File: src/rtl/fwd_scoreboard.sv
// Destination-tag scoreboard producing D/E forward selects and the decode stall.
// Optional HI/LO busy tracker enabled by defining FWD_MDU_EN.
module fwd_scoreboard #(
  parameter int NSTAGE  = 3,
  parameter int NSRC    = 2,
  parameter int RW      = 5,
  parameter int SW      = 2,
  parameter int MDU_LAT = 4
) (
  input  logic               clk,
  input  logic               rst_n,
  input  logic [NSRC*RW-1:0] src_reg,
  input  logic [NSRC-1:0]    src_use,
  input  logic [NSRC-1:0]    src_need_e,
  input  logic               iss_we,
  input  logic [RW-1:0]      iss_dst,
  input  logic [SW-1:0]      iss_rdy,
  input  logic               flush,
  input  logic               hilo_use,
  input  logic               mdu_start,
  output logic [NSRC*SW-1:0] fwd_sel_d,
  output logic [NSRC*SW-1:0] fwd_sel_e,
  output logic               stall,
  output logic               mdu_busy
);

  logic              v_q   [1:NSTAGE];
  logic [RW-1:0]     dst_q [1:NSTAGE];
  logic [SW-1:0]     rdy_q [1:NSTAGE];
  logic              v1_d;
  logic [NSRC*SW-1:0] fwd_sel_e_q, fwd_sel_e_d;
  logic [NSRC-1:0]   match, haz;
  logic [SW-1:0]     match_k   [NSRC];
  logic [SW-1:0]     match_rdy [NSRC];
  logic              mdu_stall;

  // Scan oldest to youngest so the youngest matching stage is the one left standing.
  always_comb begin
    for (int i = 0; i < NSRC; i++) begin
      match[i]     = 1'b0;
      match_k[i]   = '0;
      match_rdy[i] = '0;
      for (int k = NSTAGE; k >= 1; k--) begin
        if (v_q[k] && src_use[i] && (src_reg[i*RW +: RW] != '0) &&
            (dst_q[k] == src_reg[i*RW +: RW])) begin
          match[i]     = 1'b1;
          match_k[i]   = SW'(k);
          match_rdy[i] = rdy_q[k];
        end
      end
      haz[i] = match[i] &&
               (int'(match_rdy[i]) > int'(match_k[i]) + int'(src_need_e[i]));
    end
  end

  assign stall = ((|haz) | mdu_stall) & ~flush;

  always_comb begin
    fwd_sel_d   = '0;
    fwd_sel_e_d = '0;
    for (int i = 0; i < NSRC; i++) begin
      if (match[i] && !src_need_e[i] && (match_rdy[i] <= match_k[i]))
        fwd_sel_d[i*SW +: SW] = match_k[i];
      // A producer in the last stage has retired; the write-through file supplies it.
      if (!stall && !flush && match[i] && src_need_e[i] && (int'(match_k[i]) < NSTAGE))
        fwd_sel_e_d[i*SW +: SW] = match_k[i] + SW'(1);
    end
  end

  assign v1_d = iss_we & (iss_dst != '0) & ~stall & ~flush;

  always_ff @(posedge clk or negedge rst_n) begin
    if (!rst_n) begin
      for (int k = 1; k <= NSTAGE; k++) begin
        v_q[k]   <= 1'b0;
        dst_q[k] <= '0;
        rdy_q[k] <= '0;
      end
      fwd_sel_e_q <= '0;
    end else begin
      v_q[1]   <= v1_d;
      dst_q[1] <= iss_dst;
      rdy_q[1] <= iss_rdy;
      for (int k = 2; k <= NSTAGE; k++) begin
        v_q[k]   <= v_q[k-1];
        dst_q[k] <= dst_q[k-1];
        rdy_q[k] <= rdy_q[k-1];
      end
      fwd_sel_e_q <= fwd_sel_e_d;
    end
  end

  assign fwd_sel_e = fwd_sel_e_q;

`ifdef FWD_MDU_EN
  localparam int CW = $clog2(MDU_LAT + 1);
  logic [CW-1:0] mdu_cnt_q, mdu_cnt_d;

  always_comb begin
    mdu_cnt_d = mdu_cnt_q;
    if (mdu_start && !stall && !flush)
      mdu_cnt_d = CW'(MDU_LAT);
    else if (mdu_cnt_q != '0)
      mdu_cnt_d = mdu_cnt_q - CW'(1);
  end

  always_ff @(posedge clk or negedge rst_n) begin
    if (!rst_n) mdu_cnt_q <= '0;
    else        mdu_cnt_q <= mdu_cnt_d;
  end

  assign mdu_busy  = (mdu_cnt_q != '0);
  assign mdu_stall = (hilo_use | mdu_start) & mdu_busy;
`else
  localparam int UNUSED_MDU_LAT = MDU_LAT;
  logic unused_mdu;
  assign unused_mdu = hilo_use ^ mdu_start;
  assign mdu_busy   = 1'b0;
  assign mdu_stall  = 1'b0;
`endif

endmodule

File: config.mk
export PLATFORM = sky130hd
export DESIGN_NAME = fwd_scoreboard
export DESIGN_NICKNAME = d
export VERILOG_FILES = /design/src/rtl/fwd_scoreboard.sv
export SDC_FILE = /design/constraint.sdc
export NUM_CORES = 1
export LEC_CHECK = 0
export BUFFER_PORTS_ARGS = -buffer_cell sky130_fd_sc_hd__buf_2
export CAP_MARGIN = 20
export CELL_PAD_IN_SITES_DETAIL_PLACEMENT = 0
export CELL_PAD_IN_SITES_GLOBAL_PLACEMENT = 2
export CORE_MARGIN = 10
export CORE_UTILIZATION = 37
export DETAILED_ROUTE_END_ITERATION = 16
export PLACE_DENSITY_LB_ADDON = 0.1
export SYNTH_ARGS = -nofsm -noshare
export SYNTH_HDL_FRONTEND = slang
export SYNTH_SLANG_ARGS = --single-unit
File: constraint.sdc
create_clock -name clk -period 8.15 [get_ports clk]
set_input_delay 1.2225 -clock clk [delete_from_list [all_inputs] [get_ports clk]]
set_output_delay 1.2225 -clock clk [all_outputs]
set_load 0.1 [all_outputs]
Word-level counts from Yosys, hierarchy flattened

Cells that the tools add are included.
Widths: inputs -> output; s select.

Input bits: 27
Logic and storage cells: 93
Output and inout bits: 10
Bits in registers: 28

Equal/unequal tests: 6
Reduce and logical (&&, ||, !) cells: 39
Muxes and demuxes: 22
Bitwise logic cells: 6
Order comparisons: 6
Add/sub/neg operators: 4

Operator list:

| cell                | number |
|---|---|
| $mux 2              | 16 |
| $logic_and 1x1->1   | 31 |
| $eq 5x5->1          | 6 |
| $reduce_bool 5->1   | 3 |
| $add 2x1->3         | 2 |
| $gt 2x3->1          | 2 |
| $mux 1              | 6 |
| $add 2x1->2 const B | 2 |
| $and 1x1->1         | 4 |
| $le 2x2->1          | 2 |
| $logic_not 1->1     | 4 |
| $lt 2x2->1 const B  | 2 |
| $not 1->1           | 2 |
| $reduce_or 2->1     | 1 |

Logic depth before layout (Yosys ltp)

Gate-level depths: netlist of run 1.

Depth after elaboration: 17
Depth in mapped cells: 13
Depth with buffers taken out: 13

Worst setup path after synthesis of run 1

No wires, ideal clock.

Kind: input to output
From: input src_reg[2]
To: output fwd_sel_d[0]
Data required time: 6.928 ns
Path buffers: 0
Data arrival time: 4.602 ns
Cell stages on the path: 10
Path slack: 2.326 ns
Path through: xor2_1 nor4_4 nand4_2 mux2_1 mux2_4 ha_1 a21oi_1 a21oi_1 or2_2 a21oi_1

Cells in the longest elaborated chain, start to end: 9
Elaborated cells on any way between the ends: 23
Those cells by class: 1 x order compare; 3 x eq/ne; 10 x mux; 9 x reduce/logical

RTL lines:

| item                                                   | line | text |
|---|---|---|
| start, declared                                        | 12   | `input logic [NSRC*RW-1:0] src_reg,` |
| $reduce_bool 5->1                                      | 44   | `if (v_q[k] && src_use[i] && (src_reg[i*RW +: RW] != '0) &&` |
| $logic_and 1x1->1 (2 in series)                        | 44   |  |
| $mux 2 / $mux 1 (equally long branches) (3 in series)  | 44   |  |
| $le 2x2->1 / $logic_and 1x1->1 (equally long branches) | 62   | `if (match[i] && !src_need_e[i] && (match_rdy[i] <= match_k[i]))` |
| $logic_and 1x1->1                                      | 62   |  |
| $mux 2 (*)                                             | 62   |  |
| end, declared                                          | 21   | `output logic [NSRC*SW-1:0] fwd_sel_d,` |

Mark *: on every way between the ends. The rest lies on a longest branch, timed or not.

Worst setup path after layout of run 1

From: input src_reg[4]
To: output stall

Cells in the longest elaborated chain, start to end: 11
Elaborated cells on any way between the ends: 24
Those cells by class: 1 x add/sub; 1 x order compare; 3 x eq/ne; 9 x mux; 1 x bitwise; 9 x reduce/logical

RTL lines:

| item                            | line | text |
|---|---|---|
| $reduce_bool 5->1               | 44   |  |
| $logic_and 1x1->1 (2 in series) | 44   |  |
| $mux 2 (3 in series)            | 44   |  |
| $add 2x1->3                     | 52   | `(int'(match_rdy[i]) > int'(match_k[i]) + int'(src_need_e[i]));` |
| $gt 2x3->1                      | 52   |  |
| $logic_and 1x1->1 (*)           | 51   | `haz[i] = match[i] &&` |
| $reduce_or 2->1 (*)             | 56   | `assign stall = ((\|haz) \| mdu_stall) & ~flush;` |
| $and 1x1->1 (*)                 | 56   |  |
| end, declared                   | 23   | `output logic stall,` |

Marked as above.

==> run summary, run 1 <==
M1 WL: 1956 µm
all-layer global routing usage: 10.56%
first-pass GRT wire length: 6561 µm
type of the most critical hold path: reg2reg
filler instances: 428
DRC viols: 0
# IOs: 37
CTS Buf Count: 3
post-detail-place hpwl: 3292 µm
initial cell density of the core: 38.86%
antenna cells: 0
clk root buf: clkbuf_8
most frequent cells in the layout: 33 x buf_2, 28 x dfrtp_1, 26 x xor2_1
CTS clk-pin slew, worst paths: 90 ps
minimum clock period: 5789 ps
Yosys warning count: 0
NumNets Final: 239
DR vias/cell: 5.185
commonest non-fill, non-tap cell in the layout: buf_2
Lkg Pwr: 0.9737 nW
post-synthesis simple-gate area fraction: 19.99%
Post-Layout Cell Count: 249
largest fanout on the critical path: 4
Synth Area in Compound Gates: 9.701%
Hold Buf Count CTS: 0
Mapped Nets: 202
unrepaired setup endpoints after global routing: no
Inst Count DP: 245
actual transition at the worst max-transition pin: 615.2 ps
pin count of the biggest net entering global routing: 29
Site Rows: 24
Power Density: 150.1 mW/mm²
Slew headroom: 58.61%
total congestion overflow: 0
Max Buffers Root-to-Sink: 2
depth of the most critical reg-to-reg path: 13
Worst Setup Path Type: in2out
Cells after Synth: 161
CTS sink cnt: 28
top sig layer: met4
clock latency on the worst-skew pair: 270 ps
Detail Route Antenna Nets: 0
Port Buffers: 33
fin worst setup slack: 2361 ps
vias in the first global route: 1377
DR WL met2: 1715 µm
VDD IR-drop max: 77.61 µV
max-slew violations: 0
metal3 WL: 240 µm
Iter 0 DRT Violations: 46
CTS resizes: 0
via count: 1291
final hold violation count: 0
Clock Skew: 3.887 ps
H-Tree Level Count: 1
Cell Area, Synth: 0.001715 mm²
average size of a mapped cell: 10.65 µm²
share of layout cells above drive strength 1: 26.40%
setup TNS: 0 ps
Worst EP arrival: 4570 ps
dpl ws: 2397 ps
Worst setup EP type: output port
Yosys cell types: 36
final setup fails: 0
mux share of post-synthesis cell area: 1.532%
die area: 0.007760 mm²
WHS Path Cells: 0
post-synthesis adder-cell area fraction: 10.21%
status: complete, no violations
largest family of logic cells by synthesized area: simple AND/OR/NAND/NOR gates
total power draw: 0.3016 mW
XOR/XNOR Fraction of Synth Area: 15.32%
fin crit share: 71.03%
Min Hold Slack: 412.2 ps
initial antenna violation count: 0
#FFs+latches synth: 28
Post-Route WL: 3956 µm
Worst Setup Start Kind: input pin
CTS tree: yes
GP Congestion: 0.8499
area grow syn2layout: 17.14%
Die X: 88.09 µm
DRT Pass-1 Iters: 4
fmax: 172.7 MHz
WL/cell: 15.89 µm
max-cap check violation count: 0
Worst EP required: 6930 ps
Post-CTS Setup Inserts: 0
Core Area: 0.004414 mm²
sequential share of the synthesized area: 40.85%
die height: 88.09 µm
## cell usage after synthesis
library cell | count | area (µm²)
or2_2 | 2 | 12.51
nand3_1 | 5 | 25.02
xor2_1 | 26 | 227.7
or4_1 | 1 | 7.510
dfrtp_1 | 28 | 700.7
nand4_2 | 3 | 37.54
nor4_1 | 5 | 31.28
and2_1 | 2 | 12.51
xnor2_1 | 4 | 35.03
a21oi_1 | 8 | 40.04
a31o_2 | 2 | 17.52
ha_1 | 14 | 175.2
buf_4 | 1 | 7.510
a21boi_2 | 1 | 11.26
mux2_1 | 1 | 11.26
o21ai_0 | 5 | 25.02
nand4b_1 | 1 | 8.760
nor4_2 | 3 | 37.54
a211oi_1 | 2 | 15.01
inv_1 | 8 | 30.03
and4_1 | 2 | 17.52
nor4_4 | 1 | 21.27
nor2_1 | 7 | 26.28
nor3_1 | 2 | 10.01
a21boi_1 | 1 | 7.510
nand4_1 | 2 | 12.51
and4bb_1 | 1 | 12.51
a2111oi_2 | 1 | 15.01
nand2_1 | 12 | 45.04
conb_1 | 1 | 3.750
mux2_4 | 1 | 15.01
o21ba_1 | 1 | 10.01
a31oi_1 | 2 | 12.51
a31oi_2 | 1 | 12.51
and3_1 | 1 | 6.260
nor2b_1 | 3 | 18.77
## kinds of logic after synthesis
kind of cell / after synthesis
simple gates: 53
xor+xnor: 30
flops: 28
compound gates: 24
fa+ha+maj: 14
buf+inv: 9
mux: 2
other cells: 1
## power by group
group          leakage (nW)  switching (mW)  internal [mW]  total (mW)
Clock                0.0357          0.0435         0.0658       0.109
Sequential            0.339         0.00627          0.145       0.151
Combinational         0.599          0.0247         0.0164      0.0411
## layout make-up
type	instances	area [µm²]	share of cell area, %
flip-flops and latches	28	700.7	34.87
inverters	8	30.03	1.494
multi-input cells	124	977.2	48.63
repair buffers	33	165.2	8.219
well taps	52	65.06	3.238
clock buffers	3	41.29	2.055
clock inverters	1	30.03	1.494
## state kept, by name, summed over array words and instances (netlist names)
signal and cells:
dst_q 15, rdy_q 6, fwd_sel_e 4, v_q 3
## per-layer routing
layer | vias up | track usage, %
li1 | 644 | -
met1 | 616 | 14.39
met2 | 27 | 15.41
met3 | 4 | 2.971
met4 | 0 | 3.994
met5 | - | 0
## worst max-delay path, cell delays in order
cell     delay, ps
buf_2          140
xor2_1         150
nor4_1         570
and2_1         300
nand2_1         90
nand2_1        130
ha_1           180
ha_1           220
inv_1           50
ha_1           220
a21oi_1        120
o21ai_0        150
a31oi_1        370
o21ba_1        200
buf_2          420
## worst paths after layout
kind	start	to	slack (ps)
setup / recovery	src_reg[4]	stall	2360
hold / removal	rdy_q[3]	rdy_q[1]	410
setup reg to reg	dst_q[5]	fwd_sel_e[1]	4760
hold reg to reg	rdy_q[3]	rdy_q[1]	410
max in group asynchronous	rst_n	rdy_q[2]	6810
min in group asynchronous	rst_n	dst_q[9]	940
## per-stage QoR
step                utilization, %  area [µm²]
global placement             43.91        1938
floorplan                        -        1715
finish                       45.52        2009
CTS                          45.52        2009
detailed placement           43.91        1938
global route                 45.52        2009
Power figures use the tool's default switching activity.
==> run 2, diff against run 1 <==
- CORE_UTILIZATION: 37 -> 31
- clock period: 8.15 -> 5.08 ns (I/O delays scaled with it)
==> run summary, run 2 (same netlist as run 1, synthesis figures left out) <==
fin crit share: 92.80%
die height: 94.39 µm
Iter 0 DRT Violations: 35
minimum clock period: 4714 ps
clock latency on the worst-skew pair: 280 ps
switching pwr: 0.1229 mW
unrepaired setup endpoints after global routing: no
CP Cell Sequence: buf_2, nor4_2, a211oi_1, and2_1, o21ai_0, inv_1, ha_1, inv_1, ha_1, a21oi_1, o21ai_0, a31oi_1, o21ba_1, buf_12
Port Buffers: 33
combinational power share: 13.8%
DRT Pass-1 Iters: 4
Pint: 0.3647 mW
WHS Endpoint: rdy_q[1]
Core Area: 0.005439 mm²
Worst Setup Path Type: in2out
H-Tree Level Count: 1
vias in the first global route: 1355
Sw Ratio: 25.21%
Worst EP arrival: 3950 ps
first-pass GRT wire length: 7031 µm
final hold violation count: 0
# IOs: 37
max-slew violations: 0
initial cell density of the core: 31.54%
Detail Route Antenna Nets: 0
max-cap check violation count: 0
filler instances: 543
Die X: 94.39 µm
commonest non-fill, non-tap cell in the layout: buf_2
final setup fails: 0
R2R Path Start: dst_q[5]
Post-CTS Setup Inserts: 0
initial antenna violation count: 0
top sig layer: met4
worst r2r dst: fwd_sel_e[1]
largest reg by FF count: dst_q
hold_sp: rdy_q[3]
Reg2Reg Setup Slack: 1740 ps
depth of the most critical reg-to-reg path: 13
Hold Buf Count CTS: 0
total congestion overflow: 0
CTS clk-pin slew, worst paths: 90 ps
CTS Buf Count: 3
post-detail-place hpwl: 3603 µm
metal3 WL: 179 µm
CTS resizes: 0
pin count of the biggest net entering global routing: 29
WL/cell: 15.82 µm
actual transition at the worst max-transition pin: 612.2 ps
area grow syn2layout: 19.91%
Inst Count DP: 266
CTS sink cnt: 28
NumNets Final: 240
type of the most critical hold path: reg2reg
Slew headroom: 59.19%
DR vias/cell: 4.778
largest fanout on the critical path: 4
Post-Layout Cell Count: 270
status: complete, no violations
DRC viols: 0
DR WL met2: 1935 µm
CTS tree: yes
antenna cells: 0
GP Congestion: 0.8824
Max Buffers Root-to-Sink: 2
share of layout cells above drive strength 1: 26.77%
Worst setup EP type: output port
clk root buf: clkbuf_8
Power Density: 237.1 mW/mm²
WHS Path Cells: 0
Sequential Power Share: 49.9%
Worst Setup Start Kind: input pin
Largest register FFs: 15
via count: 1290
M1 WL: 2100 µm
Site Rows: 27
VDD IR-drop max: 118.3 µV
setup TNS: 0 ps
most frequent cells in the layout: 32 x buf_2, 28 x dfrtp_1, 26 x xor2_1
slowest CP cell: a31oi_1
Min Hold Slack: 405.7 ps
Post-Route WL: 4272 µm
all-layer global routing usage: 10.11%
Worst EP required: 4320 ps
power share of the clock group: 36.3%
delay of the slowest critical-path stage: 430 ps
Lkg Pwr: 0.9817 nW
die area: 0.008909 mm²
Clock Skew: 11.22 ps
fmax: 212.1 MHz
run 2: cell types whose count changed in the layout (fill, tap and decap cells not counted):
| cell | delta |
|---|---|
| buf_12 | +1 |
| buf_2 | -1 |
| buf_4 | +1 |
run 2: routing by layer:
layer	vias to the layer above	track usage, %
li1	646	-
met1	618	13.31
met2	22	15.90
met3	4	2.220
met4	0	3.544
met5	-	0
run 2: layout make-up:
| cell class | instances | area [µm²] | share of cell area [%] |
|---|---|---|---|
| Multi-Input combinational cell | 124 | 977.2 | 47.51 |
| Sequential cell | 28 | 700.7 | 34.06 |
| Timing Repair Buffer | 34 | 187.7 | 9.124 |
| Tap cell | 72 | 90.09 | 4.380 |
| Clock buffer | 3 | 41.29 | 2.007 |
| Clock inverter | 1 | 30.03 | 1.460 |
| Inverter | 8 | 30.03 | 1.460 |
run 2: worst max path at each step:
stage | endpoint | slack (ps) | start
global placement | stall | 420 | src_reg[0]
floorplan | fwd_sel_d[0] | 180 | src_reg[2]
finish | stall | 370 | src_reg[0]
global route | stall | 140 | src_reg[0]
CTS | stall | 360 | src_reg[0]
detailed placement | stall | 380 | src_reg[0]
run 2: metrics by stage:
stage	power [mW]	area, µm²	worst slack [ps]	utilization (%)
global placement	0.3148	1986	415.9	36.51
detailed placement	0.3162	1986	384.5	36.51
global route	0.5118	2057	138.3	37.82
floorplan	0.2843	1715	176.9	-
CTS	0.4923	2057	363.4	37.82
finish	0.4876	2057	366.0	37.82
run 2: critical path, delay by kind of cell:
kind            cells  cell delay [ps]
fa+ha+maj           2              570
compound gates      6             1530
buf+inv             4              490
simple gates        2              600
run 2: power groups by stage:
stage,registers [mW],logic [mW],clock network (mW)
CTS,0.243,0.0688,0.180
global route,0.245,0.0747,0.192
floorplan,0.244,0.0399,0
global placement,0.248,0.0672,0
detailed placement,0.248,0.0685,0
finish,0.243,0.0675,0.177
==> run 3, diff against run 2 <==
==> constraint.sdc (replaced) <==
create_clock -name clk -period 5.08 [get_ports clk]
set_input_delay 0.762 -clock clk [delete_from_list [all_inputs] [get_ports clk]]
set_output_delay 0.762 -clock clk [all_outputs]
set_load 0.05 [all_outputs]
==> run summary, run 3 (same netlist as run 1, synthesis figures left out) <==
status: complete, no violations
Hold Buf Count CTS: 0
die height: 94.39 µm
footprint of the multi-input gates: 977.2 µm²
Sw Ratio: 25.22%
Pint: 0.3647 mW
unrepaired setup endpoints after global routing: no
die area: 0.008909 mm²
Reg2Reg Setup Slack: 1720 ps
all-layer global routing usage: 10.31%
antenna cells: 0
GP Congestion: 0.8825
VDD IR-drop max: 91.89 µV
Site Rows: 27
combinational power share: 13.4%
final setup fails: 0
fin worst setup slack: 299.4 ps
CTS resizes: 0
Min Hold Slack: 407.2 ps
fin crit share: 94.11%
DRT Pass-1 Iters: 4
via count: 1292
Sequential Power Share: 49.8%
Die X: 94.39 µm
Lkg Pwr: 0.9792 nW
DRC viols: 0
WL/cell: 15.97 µm
max-slew violations: 0
Post-CTS Setup Inserts: 0
dpl ws: 354.7 ps
Core Area: 0.005439 mm²
Sequential cell area: 700.7 µm²
area grow syn2layout: 19.04%
max-cap check violation count: 0
# IOs: 37
Worst EP required: 4320 ps
worst r2r dst: fwd_sel_e[1]
switching pwr: 0.1230 mW
first-pass GRT wire length: 7162 µm
total power draw: 0.4877 mW
Iter 0 DRT Violations: 54
Worst EP arrival: 4020 ps
Inst Count DP: 266
Slew headroom: 59.17%
Clock Skew: 6.202 ps
Detail Route Antenna Nets: 0
largest reg by FF count: dst_q
DP Area: 0.001971 mm²
post-detail-place hpwl: 3586 µm
clock latency on the worst-skew pair: 280 ps
WHS Endpoint: rdy_q[1]
H-Tree Level Count: 1
actual transition at the worst max-transition pin: 612.5 ps
CTS tree: yes
Post-Layout Cell Count: 270
type of the most critical hold path: reg2reg
Worst Setup Path Type: in2out
Max Buffers Root-to-Sink: 2
NumNets Final: 240
CTS Buf Count: 3
commonest non-fill, non-tap cell in the layout: buf_2
R2R Path Start: dst_q[11]
Worst Setup Start Kind: input pin
CTS clk-pin slew, worst paths: 100 ps
vias in the first global route: 1404
largest fanout on the critical path: 4
minimum clock period: 4781 ps
CTS sink cnt: 28
share of layout cells above drive strength 1: 26.77%
initial cell density of the core: 31.54%
Largest register FFs: 15
total congestion overflow: 0
Power Density: 238.8 mW/mm²
WHS Path Cells: 0
Port Buffers: 33
most frequent cells in the layout: 33 x buf_2, 28 x dfrtp_1, 26 x xor2_1
hold_sp: rdy_q[3]
DR vias/cell: 4.785
initial antenna violation count: 0
clk root buf: clkbuf_8
final hold violation count: 0
Post-Route WL: 4312 µm
pin count of the biggest net entering global routing: 29
cell area after layout: 0.002042 mm²
filler instances: 542
Worst setup EP type: output port
power share of the clock group: 36.8%
depth of the most critical reg-to-reg path: 12
setup TNS: 0 ps
fmax: 209.2 MHz
fin util: 37.54%
run 3: cell types whose count changed in the layout (fill, tap and decap cells not counted):
cell / previous run / this run
buf_12: 1 / 0
buf_2: 32 / 33
run 3: layer usage:
metal  up-vias  GRT usage, %  part of all wire [%]
li1        646             -                     -
met1       624         13.36                    49
met2        20         16.08                    46
met3         2         2.379                   4.3
met4         0         4.304                  0.67
met5         -             0                     0
run 3: worst max-delay path by stage:
stage / end / startpoint / depth (start not counted)
2_1_floorplan: fwd_sel_d[0] / src_reg[2] / 10
4_1_cts: stall / src_reg[0] / 14
6_report: stall / src_reg[0] / 14
3_3_place_gp: stall / src_reg[0] / 14
5_1_grt: stall / src_reg[0] / 14
3_5_place_dp: stall / src_reg[0] / 14
run 3: final cells by class:
type                       instances  area share, %
clock buffer                       3          2.022
tap                               72          4.412
clock inverter                     1          1.471
inverter                           8          1.471
timing repair buffer              34          8.456
sequential                        28          34.31
multi-input combinational        124          47.86
run 3: power by group through the flow:
stage | Sequential (mW) | Clock [mW] | Combinational, mW
global route | 0.245 | 0.191 | 0.0730
CTS | 0.243 | 0.182 | 0.0664
floorplan | 0.244 | 0 | 0.0375
finish | 0.243 | 0.179 | 0.0653
global placement | 0.248 | 0 | 0.0645
detailed placement | 0.248 | 0 | 0.0661
run 3: worst max-delay path, stage by stage:
cell	delay, ps
buf_2	160
nor4_2	410
a211oi_1	200
and2_1	210
o21ai_0	340
inv_1	120
ha_1	290
inv_1	40
ha_1	270
a21oi_1	120
o21ai_0	160
a31oi_1	460
o21ba_1	200
buf_2	260
